## src/rtl/alct_daq_if.sv

```systemverilog
// ALCT DAQ readout bus: L1A FIFO pop side, raw-hit buffer read port and
// the outgoing 16-bit DAQ frame stream.
interface alct_daq_if #(
   parameter int RAW_AW = 11
);
   logic [29:0]       fifo_dout;
   logic              fifo_empty;
   logic              fifo_ren;
   logic [RAW_AW-1:0] raw_addr;
   logic [15:0]       raw_data;
   logic              daq_en;
   logic [15:0]       daq_data;
   logic              daq_valid;
   logic              daq_first;
   logic              daq_last;

   // Readout engine side.
   modport master (
      input  fifo_dout, fifo_empty, raw_data, daq_en,
      output fifo_ren, raw_addr, daq_data, daq_valid, daq_first, daq_last
   );

   // FIFO / raw buffer / link side.
   modport slave (
      output fifo_dout, fifo_empty, raw_data, daq_en,
      input  fifo_ren, raw_addr, daq_data, daq_valid, daq_first, daq_last
   );
endinterface

```

## src/rtl/alct_daq_readout.sv

```systemverilog
// ALCT DAQ readout: pops one L1A entry, walks the requested time bins of the
// raw-hit buffer and emits header, raw data, checksum and trailer words.
module alct_daq_readout #(
   parameter int WORDS_PER_BIN = 6,
   parameter int RAW_AW        = 11
) (
   input  logic        clk,
   input  logic        reset,
   alct_daq_if.master  bus,
   output logic        busy,
   output logic [11:0] frame_cnt
);

   typedef enum logic [2:0] {IDLE, LATCH, HDR0, HDR1, DATA, CHK, TRL} state_t;

   state_t      state_q, state_d;

   logic [11:0] bxn_q;
   logic [3:0]  l1a_q;
   logic        match_q;
   logic [4:0]  tbins_q;
   logic [8:0]  n_words_q;
   logic [8:0]  data_idx_q;
   logic [7:0]  bin_q;
   logic [2:0]  word_q;
   logic [15:0] chk_q;
   logic [15:0] daq_data_q;
   logic        daq_valid_q, daq_first_q, daq_last_q;

   logic [15:0] h0_word, h1_word, trl_word;
   logic [8:0]  n_words_calc;

   assign h0_word      = {4'hD, bxn_q};
   assign h1_word      = {4'hA, l1a_q, match_q, 2'b00, tbins_q};
   assign trl_word     = {4'hE, 12'(n_words_q) + 12'd4};
   assign n_words_calc = (9'(bus.fifo_dout[4:0]) + 9'd1) * 9'(WORDS_PER_BIN);

   assign bus.raw_addr  = RAW_AW'({bin_q, word_q});
   assign bus.daq_data  = daq_data_q;
   assign bus.daq_valid = daq_valid_q;
   assign bus.daq_first = daq_first_q;
   assign bus.daq_last  = daq_last_q;
   assign busy          = (state_q != IDLE);

   // State register.
   always_ff @(posedge clk) begin
      // NOTE: sequential state uses non-blocking assignments so every register samples pre-edge values.
      if (reset) state_q <= IDLE;
      else       state_q <= state_d;
   end

   // Next-state decode and the combinational pop strobe (only ever in IDLE).
   always_comb begin
      // NOTE: defaults first so no path through the case leaves an output unassigned (no latch).
      state_d      = state_q;
      bus.fifo_ren = 1'b0;
      case (state_q)
         IDLE: if (!bus.fifo_empty && bus.daq_en) begin
            bus.fifo_ren = 1'b1;
            state_d      = LATCH;
         end
         LATCH: state_d = HDR0;
         HDR0:  state_d = HDR1;
         HDR1:  state_d = DATA;
         DATA:  if (data_idx_q == n_words_q - 9'd1) state_d = CHK;
         CHK:   state_d = TRL;
         TRL:   state_d = IDLE;
         default: state_d = IDLE;
      endcase
   end

   // Entry latch, raw address walk, checksum and registered frame output.
   always_ff @(posedge clk) begin
      if (reset) begin
         bxn_q       <= '0;
         l1a_q       <= '0;
         match_q     <= 1'b0;
         tbins_q     <= '0;
         n_words_q   <= '0;
         data_idx_q  <= '0;
         bin_q       <= '0;
         word_q      <= '0;
         chk_q       <= '0;
         daq_data_q  <= '0;
         daq_valid_q <= 1'b0;
         daq_first_q <= 1'b0;
         daq_last_q  <= 1'b0;
         frame_cnt   <= '0;
      end else begin
         daq_valid_q <= 1'b0;
         daq_first_q <= 1'b0;
         daq_last_q  <= 1'b0;

         // Address advances from HDR1 onward so raw_data for word k lands
         // exactly in the cycle word k is registered.
         if (state_q == HDR1 || state_q == DATA) begin
            if (word_q == 3'(WORDS_PER_BIN - 1)) begin
               word_q <= '0;
               bin_q  <= bin_q + 8'd1;
            end else begin
               word_q <= word_q + 3'd1;
            end
         end

         case (state_q)
            IDLE: if (bus.fifo_ren) chk_q <= '0;
            LATCH: begin
               bxn_q      <= bus.fifo_dout[29:18];
               l1a_q      <= bus.fifo_dout[17:14];
               match_q    <= bus.fifo_dout[5];
               tbins_q    <= bus.fifo_dout[4:0];
               n_words_q  <= n_words_calc;
               data_idx_q <= '0;
               bin_q      <= bus.fifo_dout[13:6];
               word_q     <= '0;
            end
            HDR0: begin
               daq_data_q  <= h0_word;
               daq_valid_q <= 1'b1;
               daq_first_q <= 1'b1;
               chk_q       <= chk_q ^ h0_word;
            end
            HDR1: begin
               daq_data_q  <= h1_word;
               daq_valid_q <= 1'b1;
               chk_q       <= chk_q ^ h1_word;
            end
            DATA: begin
               daq_data_q  <= bus.raw_data;
               daq_valid_q <= 1'b1;
               chk_q       <= chk_q ^ bus.raw_data;
               data_idx_q  <= data_idx_q + 9'd1;
            end
            CHK: begin
               daq_data_q  <= chk_q;
               daq_valid_q <= 1'b1;
            end
            TRL: begin
               daq_data_q  <= trl_word;
               daq_valid_q <= 1'b1;
               daq_last_q  <= 1'b1;
               frame_cnt   <= frame_cnt + 12'd1;
            end
            default: ;
         endcase
      end
   end

endmodule

```

## src/flat_wrapper.sv

```systemverilog
// flat-port wrapper written by rule: the top's interface ports become plain ports
module alct_daq_readout_flat 
#(
   parameter int WORDS_PER_BIN = 6,
   parameter int RAW_AW        = 11
)
  (clk, reset, busy, frame_cnt, bus_fifo_dout, bus_fifo_empty, bus_raw_data, bus_daq_en, bus_fifo_ren, bus_raw_addr, bus_daq_data, bus_daq_valid, bus_daq_first, bus_daq_last);
  alct_daq_if #(.RAW_AW(RAW_AW)) bus_i ();
  input  logic clk;
  input  logic reset;
  output logic busy;
  output logic [11:0] frame_cnt;
  input wire logic [$bits(bus_i.fifo_dout)-1:0] bus_fifo_dout;
  input wire logic [$bits(bus_i.fifo_empty)-1:0] bus_fifo_empty;
  input wire logic [$bits(bus_i.raw_data)-1:0] bus_raw_data;
  input wire logic [$bits(bus_i.daq_en)-1:0] bus_daq_en;
  output wire logic [$bits(bus_i.fifo_ren)-1:0] bus_fifo_ren;
  output wire logic [$bits(bus_i.raw_addr)-1:0] bus_raw_addr;
  output wire logic [$bits(bus_i.daq_data)-1:0] bus_daq_data;
  output wire logic [$bits(bus_i.daq_valid)-1:0] bus_daq_valid;
  output wire logic [$bits(bus_i.daq_first)-1:0] bus_daq_first;
  output wire logic [$bits(bus_i.daq_last)-1:0] bus_daq_last;
  assign bus_i.fifo_dout = bus_fifo_dout;
  assign bus_i.fifo_empty = bus_fifo_empty;
  assign bus_i.raw_data = bus_raw_data;
  assign bus_i.daq_en = bus_daq_en;
  assign bus_fifo_ren = bus_i.fifo_ren;
  assign bus_raw_addr = bus_i.raw_addr;
  assign bus_daq_data = bus_i.daq_data;
  assign bus_daq_valid = bus_i.daq_valid;
  assign bus_daq_first = bus_i.daq_first;
  assign bus_daq_last = bus_i.daq_last;
  alct_daq_readout #(.WORDS_PER_BIN(WORDS_PER_BIN), .RAW_AW(RAW_AW)) u_core (.clk(clk), .reset(reset), .bus(bus_i), .busy(busy), .frame_cnt(frame_cnt));
endmodule
```

## config.mk

```make
export PLATFORM = sky130hd
export DESIGN_NAME = alct_daq_readout_flat
export DESIGN_NICKNAME = d
export VERILOG_FILES = /design/src/rtl/alct_daq_if.sv /design/src/rtl/alct_daq_readout.sv /design/src/flat_wrapper.sv
export SDC_FILE = /design/constraint.sdc
export NUM_CORES = 1
export LEC_CHECK = 0
export CORE_MARGIN = 1.5
export CORE_UTILIZATION = 50
export DETAILED_ROUTE_END_ITERATION = 6
export PLACE_DENSITY = 0.76
export SETUP_SLACK_MARGIN = 0.4
export SYNTH_ARGS = -nofsm -noshare
export SYNTH_HDL_FRONTEND = slang
export SYNTH_SLANG_ARGS = --single-unit
```

## constraint.sdc

```tcl
create_clock -name clk -period 3.56 [get_ports clk]
set_input_delay 0.712 -clock clk [delete_from_list [all_inputs] [get_ports clk]]
set_output_delay 0.712 -clock clk [all_outputs]
set_load 0.05 [all_outputs]
```

After elaboration in Yosys (flattened, before gate mapping)
Index checks and enable logic that the tools add are counted.
- register bits after elaboration: 100
- input port bits: 50
- output and inout bits: 44
- word-level logic and storage cells: 68
- add/sub/neg operators: 7
- $mul: 1
- equality and inequality tests: 11
- multiplexer cells: 16
- bitwise logic cells: 3
- reduce and logical (&&, ||, !) cells: 15
- operator list (cell ; number):
    $pmux W16 S5 ; 1
    $pmux W16 S4 ; 1
    $xor A16 B16 Y16 ; 3
    $mux W8 ; 3
    $pmux W3 S6 ; 1
    $pmux W9 S2 ; 1
    $mux W16 ; 1
    $add A12 B1 Y12 const B ; 1
    $eq A3 B3 Y1 const B ; 4
    $add A9 B3 Y10 const B ; 1
    $add A9 B1 Y9 const B ; 1
    $eq A9 B9 Y1 ; 1
    $mul A9 B2 Y8 const B ; 1
    $mux W3 ; 3
    $sub A9 B1 Y9 const B ; 1
    $add A8 B1 Y8 const B ; 1
    $add A5 B1 Y6 const B ; 1
    $eq A3 B2 Y1 const B ; 2
    $reduce_and A2 Y1 ; 3
    $reduce_bool A2 Y1 ; 3
    $mux W1 ; 5
    $reduce_bool A5 Y1 ; 1
    $reduce_or A5 Y1 ; 1
    $ne A2 B1 Y1 const B ; 2
    10 further kinds ; 10

Depth between registers and ports, before layout
- depth after elaboration: 6
- mapped depth: 9
- gate-level depth less buffers: 9

Least setup slack after synthesis
No wires, ideal clock.
- path kind: reg2out
- start: reg u_core.state_q[2]
- end: out bus_fifo_ren
- arrival time: 2.031 ns
- slack: 0.817 ns
- stages on the path, launching flop included: 6
- buffers on the path: 2
- cell sequence: dfxtp_1 buf_2 clkinv_1 clkbuf_1 nand2_1 nor2_1
- cells in the longest elaborated chain, start to end: 2
- ends and longest elaborated chain (element ; RTL line ; RTL):
    start, declared ; alct_daq_readout.sv:16 ; state_t state_q, state_d;
    start signal, assigned ; alct_daq_readout.sv:49 ; else state_q <= state_d;
    $logic_not A3 Y1 ; alct_daq_readout.sv:57 ; case (state_q)
    $mux W1 ; alct_daq_readout.sv:57 ;
    end, declared ; flat_wrapper.sv:17 ; output wire logic [$bits(bus_i.fifo_ren)-1:0] bus_fifo_ren;
No other way between the ends.

Final worst setup path
- start: in bus_fifo_empty
- end: out bus_fifo_ren
- cells in the longest elaborated chain, start to end: 4
- ends and longest elaborated chain (element ; RTL line ; RTL):
    start, declared ; flat_wrapper.sv:14 ; input wire logic [$bits(bus_i.fifo_empty)-1:0] bus_fifo_empty;
    $logic_not A1 Y1 ; alct_daq_readout.sv:58 ; IDLE: if (!bus.fifo_empty && bus.daq_en) begin
    $logic_and A1 B1 Y1 ; alct_daq_readout.sv:58 ;
    $mux W1 ; alct_daq_readout.sv:58 ;
    $mux W1 ; alct_daq_readout.sv:57 ;
No other way between the ends.

==> impl_metrics.csv <==
group,metric,value,unit
logic_synthesis,synth_top_area_share,35.6,%
cts,htree_levels,3,
detailed_routing,drt_iter0_markers,572,
logic_synthesis,synth_edf_count,0,
worst_setup_path,worst_ep_arrival_time,2210,ps
layout,fin_cells,922,
logic_synthesis,syn_area,0.00562,sq mm
layout,nets,843,
cts,cts_tree,"built",
power_and_ir_drop,power_density,384,mW/mm^2
worst_setup_path,cp.depth,4,
logic_synthesis,yosysTopAreaCell,"dfxtp_1",
logic_synthesis,synthesis.nets,778,
timing,finalHoldViolations,0,
cts,post_cts_buffers,0,
timing,max_slew.worst_pin.slew,1160,ps
cts,cts_hold_buf,0,
worst_setup_path,crit_type,"input port to output pin",
placement,io_buffers,93,
power_and_ir_drop,power.total,2590,uW
worst_setup_path,required,2850,ps
placement,hpwl,11400,um
worst_setup_path,worst-path-buf-inv,2,
timing,setup_ws,639,ps
layout,seq_area,0.00200,sq mm
logic_synthesis,yosys_warnings,0,
logic_synthesis,async_reset_ff_share,0,%
hold_path,hold_path.class,"flop to flop",
layout,syn_to_final_growth,20.0,%
cts,clock-sinks,100,
detailed_routing,first_pass_iters,5,
floorplan,coreArea,0.0109,sq mm
timing,rsz0062_at_grt,"false",
timing,finalSetupTns,0,ps
timing,setup-violations-final,0,
worst_setup_path,worstSetupStartpointType,"input port",
worst_setup_path,cp-end-kind,"output pin",
logic_synthesis,synth_seq_area_share,35.6,%
layout,fillers,992,
worst_setup_path,cp_slowest_cell,"clkdlybuf4s50_1",
hold_path,hold_path_depth,2,
global_routing,grt_use_total,28.2,%
global_routing,grt_max_degree,59,
layout,fin_util,62.0,%
status,status,"completed",
cts,clock-root-buffer,"clkbuf_8",
layout,multiInputGateArea,0.00335,sq mm
logic_synthesis,synth_area_leaders,"dfxtp_1, nand2_1, nor2_1",
cts,cts_made_buffers,9,
timing,layout_min_cycle_time,2920,ps
logic_synthesis,synthDistinctLibCells,63,
logic_synthesis,syn_inst,713,
timing,fmax,342,MHz
floorplan,io_pins,94,
timing,fin_crit_sh,82.1,%
run,max_cap_violations,0,
detailed_routing,wl_per_cell,17.7,um
floorplan,fp.dieW,109,um
floorplan,start_util,51.7,%
power_and_ir_drop,p_int,1700,uW
logic_synthesis,synthTopCellsByCount,"dfxtp_1, nand2_1, nor2_1",
global_routing,grt_pass1_wl,26500,um
logic_synthesis,avgSynthCellArea,7.89,sq um
power_and_ir_drop,p_switching,891,uW
worst_setup_path,slowest_delay,800,ps
global_routing,antenna_found_initial,0,
floorplan,fp-row-count,38,
cts,clk_pin_slew_worst_paths,90,ps
logic_synthesis,ys_seq_elements,100,
placement,placed_cells,907,
timing,slew_viol_final,0,
power_and_ir_drop,share_comb_of_total_power,26.6,%
power_and_ir_drop,clkPwrFrac,25.3,%
cts,cts_resized,0,
global_routing,grt_pass1_vias,5386,
floorplan,fp.dieH,109,um
power_and_ir_drop,seq_power_share,48.1,%
placement,gp_congestion,0.857,
cts,clk_latency,370,ps
worst_setup_path,crit_top_cell,"clkdlybuf4s50_1",
floorplan,die_area,0.0119,sq mm
worst_setup_path,path_cells,"clkdlybuf4s50_1 -> nand2b_1 -> nor2_1 -> clkdlybuf4s50_1",
timing,slew_headroom,22.9,%
worst_setup_path,cp_max_fo,4,
cts,clk_path_buf_depth,2,
detailed_routing,postRouteAntennaNets,0,
timing,fin_skew,9.48,ps
detailed_routing,via_count,5615,
power_and_ir_drop,p_leak,0.00233,uW
detailed_routing,viasPerCell,6.09,
power_and_ir_drop,vdd_drop_max,0.000221,V
detailed_routing,wl,16300,um
power_and_ir_drop,netSwitchingFraction,34.4,%
logic_synthesis,synth_ff_type,"dfxtp_1",
layout,antenna_cells,0,
detailed_routing,drc,0,
worst_setup_path,r2r.worst_path.cells,5,
global_routing,grt-ovfl-total,0,
placement,place_ws,307,ps
worst_setup_path,path_delay_family,"buffers and inverters",
layout,drive_gt1_share,6.91,%
==> cell usage in the layout, fill, tap and decap left out, types with 3 or more instances in the layout <==
master	n
and3b_1	3
clkbuf_8	9
mux2i_1	16
o22ai_1	8
nand2_1	100
nand3_1	18
o211ai_1	4
ha_1	14
a31oi_1	5
nand4_1	3
nor2_1	90
inv_1	9
a221oi_1	7
a22oi_1	7
or3_1	3
buf_4	15
o21ai_0	17
mux2_2	5
a21oi_1	65
xnor2_1	21
dfxtp_1	99
clkinv_2	3
xor2_1	11
a21o_1	6
nor2b_1	8
o221a_2	10
nand2b_1	11
a211oi_1	42
nor3_1	23
nand3b_1	3
o221ai_1	3
and3_1	10
a2111oi_0	5
clkdlybuf4s50_1	91
==> tightest hold or removal path: cells and delay by family (launching register included) <==
family | cells | cell delay, ps
AO/OA/AOI/OAI | 1 | 50
flip-flops | 1 | 320
AND/OR/NAND/NOR | 1 | 50
==> state kept, by name (all words and copies together) (netlist names), 3 cells and up <==
signal,count
u_core.bus.daq_data,16
u_core.chk_q,16
u_core.bxn_q,12
u_core.frame_cnt,12
u_core.data_idx_q,9
u_core.bin_q,8
u_core.n_words_q,8
u_core.tbins_q,5
u_core.l1a_q,4
u_core.state_q,3
u_core.word_q,3
==> cells by family after synthesis <==
family,count (synthesis),share of synthesized area [%]
DFF,100,35.6
AOI/OAI and AO/OA,200,24.6
muxes,22,4.05
buffers and inverters,62,4.87
and+or+nand+nor,282,22.5
xor gates and xnor gates,32,4.98
adders and majority gates,15,3.47
==> metrics by stage <==
step / instance area, sq um / hold slack, ps
after floorplan: 5620 / 448
after global placement: 6590 / 445
after detailed placement: 6590 / 453
after CTS: 6750 / 470
final: 6750 / 467
after global routing: 6750 / 496
==> path summary, 6_finish.rpt <==
kind	startpoint	end	slack, ps
setup / recovery	bus_fifo_empty	bus_fifo_ren	640
hold / removal	u_core.bus.daq_data[0]$_SDFFE_PP0P_	u_core.bus.daq_data[0]$_SDFFE_PP0P_	470
setup reg to reg	u_core.state_q[2]$_SDFFE_PP0P_	u_core.bus.daq_data[9]$_SDFFE_PP0P_	830
hold reg to reg	u_core.bus.daq_data[0]$_SDFFE_PP0P_	u_core.bus.daq_data[0]$_SDFFE_PP0P_	470
==> routing by layer <==
layer | wire length (um) | part of all wire, % | GRT usage (%) | up-vias
met5 | 0 | 0 | 0 | -
met4 | 373 | 2.3 | 11.0 | 0
met3 | 1150 | 7.0 | 4.84 | 31
met2 | 7440 | 46 | 45.6 | 255
met1 | 7340 | 45 | 37.4 | 2653
li1 | - | - | - | 2676
==> power groups by stage <==
stage	Combinational (uW)	Sequential, uW	Clock [uW]
5_1_grt	744	1250	704
3_5_place_dp	679	1270	0
6_report	689	1250	654
4_1_cts	683	1240	657
3_3_place_gp	659	1270	0
2_1_floorplan	389	1330	0
==> layout make-up <==
class / instances / share of cell area, %
multi-input combinational: 551 / 49.7
clock inverter: 5 / 0.445
clock buffer: 10 / 1.89
sequential: 100 / 29.7
timing repair buffer: 106 / 15.2
inverter: 10 / 0.556
tap: 140 / 2.60
Power figures use the tool's default switching activity.
